==> config.mk <==
export PLATFORM = sky130hd
export DESIGN_NAME = miniscope_emulator_flat
export DESIGN_NICKNAME = d
export VERILOG_FILES = /design/src/rtl/miniscope_emulator_if.sv /design/src/rtl/miniscope_emulator.sv /design/src/flat_wrapper.sv
export SDC_FILE = /design/constraint.sdc
export NUM_CORES = 1
export LEC_CHECK = 0
export ABC_AREA = 1
export BUFFER_PORTS_ARGS = -buffer_cell sky130_fd_sc_hd__buf_2
export CORE_AREA = 4 4 85 95
export CTS_CLUSTER_DIAMETER = 40
export DETAILED_ROUTE_END_ITERATION = 8
export DIE_AREA = 0 0 89 99
export PLACE_DENSITY = 0.69
export REMOVE_ABC_BUFFERS = 1
export SLEW_MARGIN = 30
export SYNTH_ARGS = -nofsm -noshare
export SYNTH_HDL_FRONTEND = slang
export SYNTH_SLANG_ARGS = --single-unit
==> constraint.sdc <==
create_clock -name clk -period 4.8 [get_ports clk]
set_input_delay 0.24 -clock clk [delete_from_list [all_inputs] [get_ports clk]]
set_output_delay 0.24 -clock clk [all_outputs]
set_load 0.02 [all_outputs]
==> src/rtl/miniscope_emulator_if.sv <==
// ---------------------------------------------------------------------------
// miniscope_emulator_if
//   Signal bundle between the acquisition side and the miniscope emulator.
//
//   Protocol (no valid/ready pair on this link; it is a level/pulse interface):
//     trig        : level from the acquisition side. A 0->1 transition seen by
//                   the emulator while idle starts a recording session. The
//                   session continues while trig stays high.
//     count_clear : single-cycle pulse. It zeroes frame_count on the next edge.
//     sync        : registered frame-sync pulse train from the emulator.
//     busy        : registered. High while the emulator is in a session.
//     frame_count : registered count of sync rising edges since reset or clear.
//
//   Modports:
//     master : acquisition side (drives trig and count_clear).
//     slave  : emulator (drives sync, busy and frame_count).
// ---------------------------------------------------------------------------
interface miniscope_emulator_if;
  logic        trig;
  logic        count_clear;
  logic        sync;
  logic        busy;
  logic [31:0] frame_count;

  modport master (
    output trig,
    output count_clear,
    input  sync,
    input  busy,
    input  frame_count
  );

  modport slave (
    input  trig,
    input  count_clear,
    output sync,
    output busy,
    output frame_count
  );
endinterface

==> src/rtl/miniscope_emulator.sv <==
// ---------------------------------------------------------------------------
// miniscope_emulator
//   Bench-side stand-in for the head-mounted miniscope. It watches the trig
//   recording enable and answers with a frame-sync pulse train. It also keeps
//   its own frame count.
//
//   Ports:
//     clk       : 1 MHz system clock
//     reset_n   : asynchronous, active-low reset
//     bus       : miniscope_emulator_if.slave (trig, count_clear in;
//                 sync, busy, frame_count out)
//     dbg_state : current FSM state (0 IDLE, 1 STARTUP, 2 FRAME_HIGH,
//                 3 FRAME_LOW)
//
//   Optional feature: define MINISCOPE_EMULATOR_JITTER_EN to add 0-15 clocks
//   of LFSR-driven jitter to every FRAME_LOW phase. The LFSR is a 16-bit
//   Fibonacci generator with taps 16,14,13,11 and seed 16'hACE1.
// ---------------------------------------------------------------------------
module miniscope_emulator #(
  parameter int FRAME_PERIOD  = 50_000,
  parameter int SYNC_HIGH     = 25_000,
  parameter int STARTUP_DELAY = 1_000,
  parameter int CNT_W         = 17
) (
  input  logic                  clk,
  input  logic                  reset_n,
  miniscope_emulator_if.slave   bus,
  output logic [1:0]            dbg_state
);

  localparam logic [1:0] S_IDLE    = 2'd0;
  localparam logic [1:0] S_STARTUP = 2'd1;
  localparam logic [1:0] S_HIGH    = 2'd2;
  localparam logic [1:0] S_LOW     = 2'd3;

  // Counters are loaded with (length - 1) and expire when they reach zero.
  // This makes a phase of N clocks last exactly N edges.
  localparam logic [CNT_W-1:0] STARTUP_LOAD = CNT_W'(STARTUP_DELAY - 1);
  localparam logic [CNT_W-1:0] HIGH_LOAD    = CNT_W'(SYNC_HIGH - 1);
  localparam logic [CNT_W-1:0] LOW_LOAD     = CNT_W'(FRAME_PERIOD - SYNC_HIGH - 1);

  logic [1:0]       state;
  logic [CNT_W-1:0] cnt;
  logic             trig_q;
  logic             rise_armed;
  logic             sync_r;
  logic             busy_r;
  logic [31:0]      frame_count_r;

  logic             rise;
  logic             cnt_zero;
  logic             frame_start;
  logic             enter_low;
  logic [CNT_W-1:0] low_load;

  // rise_armed is cleared by reset and set on the first edge after release.
  // That first edge therefore counts as entering IDLE: if trig is already
  // high coming out of reset, it is not taken as a fresh rise.
  always_comb begin
    rise        = 1'b0;
    cnt_zero    = (cnt == '0);
    frame_start = 1'b0;
    enter_low   = 1'b0;
    rise        = bus.trig && !trig_q && rise_armed;
    if (state == S_STARTUP && bus.trig && cnt_zero) frame_start = 1'b1;
    if (state == S_LOW && bus.trig && cnt_zero)     frame_start = 1'b1;
    if (state == S_HIGH && cnt_zero)                enter_low   = 1'b1;
  end

`ifdef MINISCOPE_EMULATOR_JITTER_EN
  logic [15:0] lfsr;
  logic [15:0] lfsr_next;

  // The LFSR steps on entry to FRAME_LOW. The stepped value sets that low
  // phase's extra length. A nonzero seed with maximal taps never reaches zero.
  assign lfsr_next = {lfsr[14:0], lfsr[15] ^ lfsr[13] ^ lfsr[12] ^ lfsr[10]};
  assign low_load  = LOW_LOAD + {{(CNT_W-4){1'b0}}, lfsr_next[3:0]};

  always_ff @(posedge clk or negedge reset_n) begin
    if (!reset_n) begin
      lfsr <= 16'hACE1;
    end else if (enter_low) begin
      lfsr <= lfsr_next;
    end
  end
`else
  assign low_load = LOW_LOAD;
`endif

  always_ff @(posedge clk or negedge reset_n) begin
    if (!reset_n) begin
      state      <= S_IDLE;
      cnt        <= '0;
      trig_q     <= 1'b0;
      rise_armed <= 1'b0;
      sync_r     <= 1'b0;
      busy_r     <= 1'b0;
    end else begin
      trig_q     <= bus.trig;
      rise_armed <= 1'b1;
      case (state)
        S_IDLE: begin
          if (rise) begin
            state  <= S_STARTUP;
            cnt    <= STARTUP_LOAD;
            busy_r <= 1'b1;
          end
        end
        S_STARTUP: begin
          // Dropping trig during startup aborts the session. No pulse is
          // emitted and nothing is counted.
          if (!bus.trig) begin
            state  <= S_IDLE;
            cnt    <= '0;
            busy_r <= 1'b0;
          end else if (cnt_zero) begin
            state  <= S_HIGH;
            cnt    <= HIGH_LOAD;
            sync_r <= 1'b1;
          end else begin
            cnt <= cnt - 1'b1;
          end
        end
        S_HIGH: begin
          // A frame always runs to completion, whatever trig does meanwhile.
          if (cnt_zero) begin
            state  <= S_LOW;
            cnt    <= low_load;
            sync_r <= 1'b0;
          end else begin
            cnt <= cnt - 1'b1;
          end
        end
        default: begin
          if (cnt_zero) begin
            if (bus.trig) begin
              state  <= S_HIGH;
              cnt    <= HIGH_LOAD;
              sync_r <= 1'b1;
            end else begin
              state  <= S_IDLE;
              busy_r <= 1'b0;
            end
          end else begin
            cnt <= cnt - 1'b1;
          end
        end
      endcase
    end
  end

  // A clear beats a coincident increment. The count wraps silently at 2^32.
  always_ff @(posedge clk or negedge reset_n) begin
    if (!reset_n) begin
      frame_count_r <= '0;
    end else if (bus.count_clear) begin
      frame_count_r <= '0;
    end else if (frame_start) begin
      frame_count_r <= frame_count_r + 32'd1;
    end
  end

  assign bus.sync        = sync_r;
  assign bus.busy        = busy_r;
  assign bus.frame_count = frame_count_r;
  assign dbg_state       = state;

endmodule

==> src/flat_wrapper.sv <==
// flat-port wrapper written by rule: the top's interface ports become plain ports
module miniscope_emulator_flat 
#(
  parameter int FRAME_PERIOD  = 50_000,
  parameter int SYNC_HIGH     = 25_000,
  parameter int STARTUP_DELAY = 1_000,
  parameter int CNT_W         = 17
)
  (clk, reset_n, dbg_state, bus_trig, bus_count_clear, bus_sync, bus_busy, bus_frame_count);
  miniscope_emulator_if bus_i ();
  input  logic clk;
  input  logic reset_n;
  output logic [1:0] dbg_state;
  input wire logic [$bits(bus_i.trig)-1:0] bus_trig;
  input wire logic [$bits(bus_i.count_clear)-1:0] bus_count_clear;
  output wire logic [$bits(bus_i.sync)-1:0] bus_sync;
  output wire logic [$bits(bus_i.busy)-1:0] bus_busy;
  output wire logic [$bits(bus_i.frame_count)-1:0] bus_frame_count;
  assign bus_i.trig = bus_trig;
  assign bus_i.count_clear = bus_count_clear;
  assign bus_sync = bus_i.sync;
  assign bus_busy = bus_i.busy;
  assign bus_frame_count = bus_i.frame_count;
  miniscope_emulator #(.FRAME_PERIOD(FRAME_PERIOD), .SYNC_HIGH(SYNC_HIGH), .STARTUP_DELAY(STARTUP_DELAY), .CNT_W(CNT_W)) u_core (.clk(clk), .reset_n(reset_n), .bus(bus_i), .dbg_state(dbg_state));
endmodule
# --- Yosys cells after proc, flatten, opt, wreduce, memory -nomap -nowiden ---
# Index checks and enable logic that the tools add are counted.
# Widths: inputs -> output; s select.
op_classes:
  add_sub_neg: 2
  eq_ne: 8
  mux: 27
  bitwise: 2
  reduce_logical: 16
ops:
  columns: ["cell", "n"]
  rows:
  - ["$mux 17", 5]
  - ["$mux 32", 2]
  - ["$pmux 17 s3", 1]
  - ["$add 32x1->32 const B", 1]
  - ["$logic_not 17->1", 1]
  - ["$sub 17x1->17 const B", 1]
  - ["$mux 2", 6]
  - ["$mux 1", 10]
  - ["$reduce_and 4->1", 2]
  - ["$logic_and 1x1->1", 6]
  - ["$pmux 1 s3", 2]
  - ["$pmux 2 s3", 1]
  - ["$ne 5x5->1 const B", 1]
  - ["$eq 2x2->1 const B", 2]
  - ["$ne 2x1->1 const B", 2]
  - ["$reduce_bool 2->1", 2]
  - ["$ne 3x2->1 const B", 1]
  - ["$reduce_and 3->1", 1]
  - ["$reduce_bool 3->1", 1]
  - ["$eq 2x1->1 const B", 1]
  - ["$logic_not 2->1", 1]
  - ["$ne 2x2->1 const B", 1]
  - ["$not 1->1", 2]
  - ["$reduce_and 2->1", 1]
  - ["$logic_not 1->1", 1]
totals:
  regBits: 55
  inputBits: 4
  out_inout_bits: 36
  word_cells: 62

# --- Logic depth before layout (Yosys ltp) ---
depth:
  ltp_word: 7
  depth_mapped: 12
  mapped_depth_nobuf: 12

# --- Least setup slack after synthesis ---
# OpenSTA, ideal clock, no wires.
synth_timing:
  path_kind: "reg-to-reg"
  start: "reg u_core.state[0], in the netlist u_core.dbg_state[0]"
  end: "reg u_core.cnt[7]"
  setup_time_ps: 120
  arrival_time_ps: 1818
  required_ps: 4680
  path_slack_ps: 2863
  stages_incl_launch_ff: 10
  path_buffers: 1
  synth_period_minus_slack_ps: 1937
  path_cell_list: "dfrtp_1 inv_1 ha_1 nor3_1 nand4_4 nand2_4 inv_2 buf_2 o21ai_0 inv_1"
synth_between:
  elab_chain_len: 3
  word_cells_on_any_way: 7
  cone_classes: "4 x eq/ne; 1 x mux; 2 x reduce/logical"
synth_lines:
  columns: ["item", "line_no", "rtl"]
  rows:
  - ["start, declared", "miniscope_emulator.sv:42", "logic [1:0] state;"]
  - ["start signal, assigned", "miniscope_emulator.sv:92", "state <= S_IDLE;"]
  - ["start signal, assigned", "miniscope_emulator.sv:104", "state <= S_STARTUP;"]
  - ["start signal, assigned", "miniscope_emulator.sv:113", "state <= S_IDLE;"]
  - ["$eq 2x2->1 (tied with other cells)", null, null]
  - ["$ne 5x5->1 (no line) / $ne 2x1->1 (equally long branches)", null, null]
  - ["$reduce_and 2->1 (no line)", null, null]
  - ["end signal, assigned", "miniscope_emulator.sv:121", "cnt <= cnt - 1'b1;"]
  - ["end signal, assigned", "miniscope_emulator.sv:128", "cnt <= low_load;"]
  - ["end signal, assigned", "miniscope_emulator.sv:131", "cnt <= cnt - 1'b1;"]
  - ["end, declared", "miniscope_emulator.sv:43", "logic [CNT_W-1:0] cnt;"]
# Parallel ways exist; a longest one is shown, timed or not.
# A chain may end at the register's enable or synchronous reset.

# --- Worst setup path in the final report ---
layout_timing:
  start: "reg u_core.cnt[0]"
  end: "reg u_core.frame_count_r[25], in the netlist u_core.bus.frame_count[25]"
layout_between:
  elab_chain_len: 5
  word_cells_on_any_way: 6
  cone_classes: "2 x mux; 4 x reduce/logical"
layout_lines:
  columns: ["item", "line_no", "rtl"]
  rows:
  - ["$logic_not 17->1 (*)", "miniscope_emulator.sv:61", "cnt_zero = (cnt == '0);"]
  - ["$logic_and 1x1->1", "miniscope_emulator.sv:65", "if (state == S_STARTUP && bus.trig && cnt_zero) frame_start = 1'b1;"]
  - ["$mux 1", "miniscope_emulator.sv:65", null]
  - ["$mux 1 (*)", "miniscope_emulator.sv:66", "if (state == S_LOW && bus.trig && cnt_zero) frame_start = 1'b1;"]
  - ["$reduce_bool 2->1 (no line) (*)", null, null]
  - ["end signal, assigned", "miniscope_emulator.sv:159", "frame_count_r <= frame_count_r + 32'd1;"]
  - ["end, declared", "miniscope_emulator.sv:48", "logic [31:0] frame_count_r;"]
# Every way passes the cells marked *; elsewhere a longest branch is shown, timed or not.

==> flow_summary.toml <==
[run_status]
status = "finished, final reports clean"

[power_and_ir_drop]
clkPwrFrac = 0.211
pwr-share-seq = 0.427
combPwrFrac = 0.362
leakagePower_nw = 1.910
total_power_mw = 1.348
ir_drop_mv = 0.2732
power.internal_mw = 0.8030
power_density_nw_per_um2 = 345.1
net-switching-power_mw = 0.5447
swShare = 0.4042

[floorplanning]
core_area_sq_um = 7007
rows = 32
fp.dieW_microns = 89
dieArea_sq_um = 8811
io_pins = 40
die_y_microns = 99
start_util = 0.5052

[layout]
diodes = 0
synthToLayoutAreaGrowth_pct = 10.32
nets = 556
drive_gt1_frac = 0.1243
fin_cells = 632

[detailed_routing]
postRouteAntennaNets = 0
vias = 3451
wire_per_inst_microns = 14.30
wl_microns = 9038
post_drt_via_cell_ratio = 5.460
drt_iter0_markers = 283
remaining_drc_errors = 0
dr.pass1.iters = 5

[timing]
finalSetupViolations = 0
tns_ns = 0
max_freq_mhz = 438.2
rsz0062_at_grt = "no"
finClkSkew_ns = 0.01035
whs_ns = 0.05602
worst_pin_slew_ns = 0.8122
period_minus_slack_ns = 2.282
relSlewSlack = 0.4552
maxSlewViolCount = 0
hold_viol_final = 0
period_share = 0.4755

[clocking]
cts_buffers = 5
cts_hold_buffers = 0
cts_setup_buffers = 0
cts_sinks = 55
path_clk_slew_ns = 0.10
insertion_delay_ns = 0.31
htree_num_levels = 2
post_cts_resized = 0
cts_buffer_depth = 2
cts_tree = "done"
clock_tree.root_cell = "clkbuf_8"

[synthesis]
netlist_area_sq_um = 3540
synth.area.top_cells = "dfrtp_1 (39%), nand2_1 (13%), inv_1 (7.8%), nor2_1 (7.8%), o21ai_0 (5.7%)"
ys_async_sr_fraction = 1.000
synth_top_area_cell = "dfrtp_1"
synth_flop_cell = "dfrtp_1"
avgSynthCellArea_sq_um = 7.009
ys_seq_area_frac = 0.3888
yosys-top-cells-count = "nand2_1 (124), inv_1 (74), nor2_1 (74)"
ys_ff_latch = 55
synth_top_area_frac = 0.3888
netlist_instances = 505
yosys.cell_count.top_type = "nand2_1"
yosysUniqueCellTypes = 40
ys_warn_count = 0
synth_edf_count = 0

[setup_path]
reg2reg_slack_ns = 2.52
crit_fanout = 26
worst-endpoint-required_ns = 5.01
cp_slowest_cell = "nor2_4"
start_kind = "flip-flop"
slowest_delay_ns = 0.56
crit_chain = "inv_1 -> ha_1 -> nand2_4 -> nor2_8 -> nand3_4 -> nor2_4 -> nand2_4 -> nor2_1 -> nand2_1 -> nand2_1 -> nor2_1"
worstPathArrival_ns = 2.49
path_class = "reg2reg"
endpoint_kind = "flip-flop"

[placed_design]
dp_cells = 624
gp_congestion = 0.9244
port_buffers = 39
dp_hpwl_microns = 6714

[run]
drv_cap = 0

[global_routing]
grt_max_degree = 56
grt_use_total = 0.2120
grt_pass1_wl_microns = 14920
antenna_found_initial = 0
grt_pass1_vias = 3266
grt-ovfl-total = 0

[min_path]
hp-class = "in2async"
[routing by layer]
layer  track usage  wire (microns)  part of all wire  vias up
met5             0               0                 0        -
met4        0.1088             374             0.041        0
met3       0.03010             530             0.059       28
met2        0.3560            4456              0.49      130
met1        0.2595            3677              0.41     1583
li1              -               -                 -     1710
[worst max-delay path: cells and delay by family (launching register included)]
family	cells	cell delay, ns
simple gates	9	1.43
flops	1	0.37
fa+ha+maj	1	0.27
buf+inv	1	0.10
[path summary, 6_finish.rpt]
check / startpoint / to / cells after the start
min reg2reg: u_core.bus.busy$_DFFE_PN0P_ / u_core.bus.busy$_DFFE_PN0P_ / 2
max: u_core.cnt[0]$_DFFE_PN0P_ / u_core.bus.frame_count[25]$_DFFE_PN0P_ / 11
min in group clk: bus_trig / u_core.trig_q$_DFF_PN0_ / 1
max reg2reg: u_core.cnt[0]$_DFFE_PN0P_ / u_core.bus.frame_count[25]$_DFFE_PN0P_ / 11
max in group asynchronous: reset_n / u_core.trig_q$_DFF_PN0_ / 2
min: reset_n / u_core.bus.frame_count[28]$_DFFE_PN0P_ / 2
[power groups by stage]
stage / combinational, mW / clock, mW / sequential (mW)
2_1_floorplan: 0.350 / 0 / 0.586
3_3_place_gp: 0.478 / 0 / 0.581
3_5_place_dp: 0.484 / 0 / 0.582
4_1_cts: 0.487 / 0.294 / 0.574
5_1_grt: 0.550 / 0.310 / 0.584
6_report: 0.488 / 0.284 / 0.576
[cells in the final DEF (no fill, tap or decap), types with 2 or more instances in the layout]
cell	count
inv_1	74
a21oi_1	15
o21ai_0	40
nor3_2	2
nor3_1	18
nand2_4	4
nand2_2	3
clkbuf_8	7
nand2_1	124
nor3b_1	2
a22oi_1	2
dfrtp_1	55
ha_1	6
nor2_1	74
buf_2	39
nand3_1	30
nor2_4	5
nand4_1	23
xor2_1	3
[metrics by stage]
step	util	setup WS, ns	cell area (sq um)
2_1_floorplan	-	2.881	3496
3_3_place_gp	0.5430	2.626	3805
3_5_place_dp	0.5430	2.505	3805
4_1_cts	0.5573	2.509	3905
5_1_grt	0.5573	2.345	3905
6_report	0.5573	2.518	3905
[state kept, by name, indices dropped and copies added, names as in the netlist, named ones only]
| signal | count |
|---|---|
| u_core.bus.sync | 1 |
| u_core.bus.frame_count | 32 |
| u_core.rise_armed | 1 |
| u_core.bus.busy | 1 |
| u_core.trig_q | 1 |
| u_core.dbg_state | 1 |
| u_core.cnt | 17 |
[logic make-up (layout without fill, tap and decap cells)]
group,count (synthesis),count (layout),synth area share
flip-flops,55,55,0.3888
AND/OR/NAND/NOR,291,291,0.3842
AO/OA/AOI/OAI,66,66,0.1018
buffers and inverters,82,124,0.09296
adder cells (fa/ha/maj),6,6,0.02121
XOR/XNOR,4,4,0.009899
other,1,1,0.001059
[layout make-up]
type                    count  area [sq um]
clock buffers               8         100.1
fillers                   674          3102
inverters                  76         285.3
multi-input cells         368          1834
flip-flops and latches     55          1376
well taps                  85         106.4
repair buffers             40         202.7
No activity file was read; power rests on OpenSTA's default activity.
